==> src/rtl/branch_redirect_unit.sv <==
// rtl/branch_redirect_unit.sv - PC owner with branch evaluation, stall-parked redirect and flush pulse
module branch_redirect_unit #(
    parameter int              PC_W     = 16,
    parameter int              OFF_W    = 8,
    parameter logic [PC_W-1:0] RESET_PC = '0,
    parameter int              PC_STEP  = 2
) (
    input  logic             clk,
    input  logic             rst_n,
    input  logic             stall,
    input  logic             br_valid,
    input  logic [1:0]       br_cond,
    input  logic [15:0]      br_result,
    input  logic [PC_W-1:0]  br_pc,
    input  logic [OFF_W-1:0] br_offset,
    output logic             imem_req,
    output logic [PC_W-1:0]  pc,
    output logic             flush,
    output logic             redirect_pending,
    output logic [15:0]      taken_cnt
);

    typedef enum logic [0:0] {
        IDLE = 1'b0,
        HOLD = 1'b1
    } state_t;

    state_t          state_q;
    logic            run_q;
    logic [PC_W-1:0] pc_q;
    logic [PC_W-1:0] pend_target_q;
    logic            flush_q;
    logic            pending_q;
    logic [15:0]     taken_cnt_q;

    logic            cond_true;
    logic            taken;
    logic [PC_W-1:0] off_ext;
    logic [PC_W-1:0] target;
    logic [PC_W-1:0] seq_pc;
    logic [15:0]     cnt_inc;

    // Branch condition decode from the ID-stage compare result
    always_comb begin
        cond_true = 1'b0;
        case (br_cond)
            2'b00:   cond_true = (br_result == 16'h0000);
            2'b01:   cond_true = (br_result != 16'h0000);
            2'b10:   cond_true = br_result[15];
            default: cond_true = 1'b1;
        endcase
    end

    // Target, sequential PC and saturating counter increment
    always_comb begin
        taken   = br_valid & cond_true;
        off_ext = {{(PC_W-OFF_W){br_offset[OFF_W-1]}}, br_offset};
        target  = br_pc + PC_W'(PC_STEP) + (off_ext << 1);
        seq_pc  = pc_q + PC_W'(PC_STEP);
        cnt_inc = (taken_cnt_q == 16'hFFFF) ? taken_cnt_q : taken_cnt_q + 16'd1;
    end

    // Redirect FSM: IDLE fetches/redirects, HOLD parks a redirect seen under stall
    always_ff @(posedge clk or negedge rst_n) begin
        if (!rst_n) begin
            state_q       <= IDLE;
            run_q         <= 1'b0;
            pc_q          <= RESET_PC;
            pend_target_q <= '0;
            flush_q       <= 1'b0;
            pending_q     <= 1'b0;
            taken_cnt_q   <= 16'h0000;
        end else if (!run_q) begin
            run_q   <= 1'b1;
            flush_q <= 1'b0;
        end else begin
            flush_q <= 1'b0;
            case (state_q)
                IDLE: begin
                    if (!stall) begin
                        if (taken) begin
                            pc_q        <= target;
                            flush_q     <= 1'b1;
                            taken_cnt_q <= cnt_inc;
                        end else begin
                            pc_q <= seq_pc;
                        end
                    end else if (taken) begin
                        pend_target_q <= target;
                        pending_q     <= 1'b1;
                        state_q       <= HOLD;
                    end
                end
                HOLD: begin
                    // The frozen ID stage re-presents the same branch, so inputs are ignored here
                    if (!stall) begin
                        pc_q        <= pend_target_q;
                        flush_q     <= 1'b1;
                        taken_cnt_q <= cnt_inc;
                        pending_q   <= 1'b0;
                        state_q     <= IDLE;
                    end
                end
                default: state_q <= IDLE;
            endcase
        end
    end

    assign imem_req         = run_q & ~stall;
    assign pc               = pc_q;
    assign flush            = flush_q;
    assign redirect_pending = pending_q;
    assign taken_cnt        = taken_cnt_q;

endmodule

==> config.mk <==
export PLATFORM = sky130hd
export DESIGN_NAME = branch_redirect_unit
export DESIGN_NICKNAME = d
export VERILOG_FILES = /design/src/rtl/branch_redirect_unit.sv
export SDC_FILE = /design/constraint.sdc
export NUM_CORES = 1
export LEC_CHECK = 0
export CORE_UTILIZATION = 25
export DETAILED_ROUTE_END_ITERATION = 6
export PLACE_DENSITY = 0.49
export SYNTH_ARGS = -nofsm -noshare
export SYNTH_HDL_FRONTEND = slang
export SYNTH_SLANG_ARGS = --single-unit
==> constraint.sdc <==
create_clock -name clk -period 2.15 [get_ports clk]
set_input_delay 0.43 -clock clk [delete_from_list [all_inputs] [get_ports clk]]
set_output_delay 0.43 -clock clk [all_outputs]
set_load 0.005 [all_outputs]
==> reports/metrics.cfg <==
[outcome]
outcome = finished, final reports clean

[floorplan]
initial_utilization_pct = 25.5
num_io_pins = 81
placementRows = 43
dieArea_mm2 = 0.0146
core_region_area_mm2 = 0.0138
dieHeight_um = 121
dieWidth_um = 121

[worst_setup_path]
critPathMostFrequentCell = buf_6
critPathArrivalTime_ns = 2.29
path_max_fanout = 2
r2r_cells = 7
required_ns = 2.33
r2r_slack_ns = 0.24
reg2reg_from = taken_cnt[6]
crit_type = in -> reg
slowest_delay_ns = 0.37
critical_path.startpoint_type = primary input
critPathCaptureType = flip-flop
reg2reg_to = taken_cnt[10]
startpoint = br_pc[3]
endpoint = pc[14]
cp_cell_sequence = buf_6 > ha_4 > buf_6 > inv_2 > fa_2 > nand2b_4 > a21oi_4 > a2111oi_4 > o21ai_2 > a31oi_4 > mux2i_1 > nand3_1
crit_slowest_cell = fa_2

[global_route]
grt_usage_pct = 13.6
grt_start_max_net_pins = 27
antenna_found_initial = 0
gr-total-overflow = 0
grt_pass1_wl_mm = 15.8
grt_pass1_vias = 3175

[logic_synthesis]
yosysMostFrequentCell = dfrtp_1
ys_seq_area_share_pct = 36.9
synth_top_area_share_pct = 36.9
yosysUniqueCellTypes = 50
ys_ff_latch = 52
synth_edf_count = 0
netlist_instances = 378
syn_area_mm2 = 0.00353
synthTopCellsByArea = dfrtp_1 37%, ha_1 10%, xnor2_1 5.5%
yosys_warnings = 0
synth.avg_cell_area_um2 = 9.33
synthFlopType = dfrtp_1
async_reset_ff_share_pct = 100
yosysTopAreaCell = dfrtp_1
syn_nets = 454
yosys-top-cells-count = 52 x dfrtp_1, 41 x nand2_1, 29 x ha_1, 28 x a21oi_1, 27 x nor2_1

[placed_design]
globalplace.congestion = 0.742
dp.cells = 676
dp_slack_ns = -0.796
hpwlAfterDp_mm = 7.08
dpl-instance-area_mm2 = 0.00500
port_buffers = 80

[sta]
min_period_over_period_pct = 98.3
clock_skew_ns = 0.00606
fmax_mhz = 473
setup-tns-final_ns = 0
max_slew_margin_pct = 66.2
hold_ws_ns = 0.103
setup_violations = 0
report.final.slew_viol_count = 0
setup_ws_ns = 0.0374
tightest_slew_ns = 0.507
grt_setup_unrepaired = true
hold_viol = 0
period_needed_ns = 2.11

[power_and_ir_drop]
power.density_mw_per_mm2 = 704
clockPowerShare_pct = 21.1
p_total_mw = 3.95
swShare_pct = 33.1
power_leakage_nw = 2.45
irDropWorstVdd_mv = 0.410
internal-power_mw = 2.64
power_switching_mw = 1.31
comb_power_share_pct = 42.1
power_frac_seq_pct = 36.8

[detailed_routing]
via_count = 3188
drt_iter0_drc = 189
wl_per_cell_um = 13.8
drc_errors = 0
viasPerCell = 4.60
drtPass1Iterations = 4
drt_wl_total_mm = 9.55
ant_nets = 0

[finish]
fin_area_mm2 = 0.00561
fillers = 1343
postLayoutCoreUtil_pct = 40.6
n_antenna_cell = 0
nNetsFinal = 588
layout-drive-gt1-share_pct = 33.7
fin_cells = 693
syn2layout_area_growth_pct = 59.0

[clocking]
cts_made_buffers = 5
clock_latency_ns = 0.29
cts.sinks = 52
clk_path_buf_depth = 2
clk_pin_slew_ns = 0.07
cts-hold-fix-buffers = 0
cts-root-buf = clkbuf_16
htree_levels = 2
cts_tree = yes

[job]
max_cap_viol_count = 0

[worst_hold_path]
hold_class = in -> async

state kept, by name, indices dropped and copies added, names as in the netlist:
name              count
pend_target_q        16
flush                 1
redirect_pending      1
taken_cnt            16
state_q               1
pc                   16
run_q                 1
power by group through the flow:
| stage | logic (mW) | registers, mW | clock network [mW] |
|---|---|---|---|
| global placement | 1.47 | 1.46 | 0 |
| detailed placement | 1.49 | 1.48 | 0 |
| CTS | 1.61 | 1.46 | 0.870 |
| global route | 1.84 | 1.50 | 0.904 |
| finish | 1.66 | 1.45 | 0.833 |
| floorplan | 0.768 | 1.45 | 0 |
worst max-delay path: cells and delay by family:
kind,cells,cell delay (ns)
AO/OA/AOI/OAI,4,0.56
adder cells (fa/ha/maj),2,0.65
buffers and inverters,3,0.21
multiplexers,1,0.16
AND/OR/NAND/NOR,2,0.25
kinds of logic after synthesis:
logic type | after synthesis | share of synthesized area, %
AO/OA/AOI/OAI | 79 | 13.7
adder cells (fa/ha/maj) | 30 | 10.9
flip-flops | 52 | 36.9
other | 1 | 0.106
buffers and inverters | 25 | 4.54
AND/OR/NAND/NOR | 136 | 19.4
multiplexers | 13 | 4.04
XOR/XNOR | 42 | 10.4
placed cells by master (no fill, tap or decap), types with 12 or more instances in the layout:
master | netlist | final
clkdlybuf4s50_1 | 0 | 40
o21ai_1 | 13 | 14
nor2_1 | 27 | 25
buf_4 | 2 | 51
nand2_1 | 41 | 40
buf_6 | 2 | 12
nand3_1 | 23 | 22
ha_4 | 0 | 25
dfrtp_1 | 52 | 52
xor2_1 | 20 | 17
xnor2_1 | 22 | 20
dlygate4sd2_1 | 0 | 13
a21oi_1 | 28 | 19
timing repair:
| action | 4_1_cts | 5_1_grt |
|---|---|---|
| buffers inserted | 6 | 3 |
| cloned | 1 | 0 |
| pin swaps | 42 | 25 |
| gates resized for setup | 144 | 32 |
| endpoints found under the setup margin | 51 | 25 |
per-layer routing:
metal	vias up	GRT usage (%)	wire, um	part of all wire (%)
met4	0	2.85	104	1.1
met3	6	2.26	369	3.9
met5	-	0	0	0
li1	1610	-	-	-
met2	63	23.3	4700	49
met1	1509	17.8	4370	46
cell type report:
| class | instances | area (um^2) | area share [%] |
|---|---|---|---|
| clock buffer | 6 | 139 | 2.48 |
| inverter | 11 | 43.8 | 0.781 |
| tap | 180 | 225 | 4.02 |
| multi-input combinational | 301 | 2650 | 47.2 |
| sequential | 52 | 1300 | 23.2 |
| timing repair buffer | 141 | 1240 | 22.0 |
| clock inverter | 2 | 13.8 | 0.245 |
how the worst min path moves through the flow:
stage	startpoint	end	slack (ns)
after floorplan	rst_n	flush	0.13
after global placement	rst_n	taken_cnt[4]	0.43
after detailed placement	rst_n	taken_cnt[4]	0.44
after CTS	rst_n	pend_target_q[5]	0.13
after global routing	rst_n	pc[5]	0.15
final	rst_n	taken_cnt[4]	0.10
No activity file was read; power rests on OpenSTA's default activity.
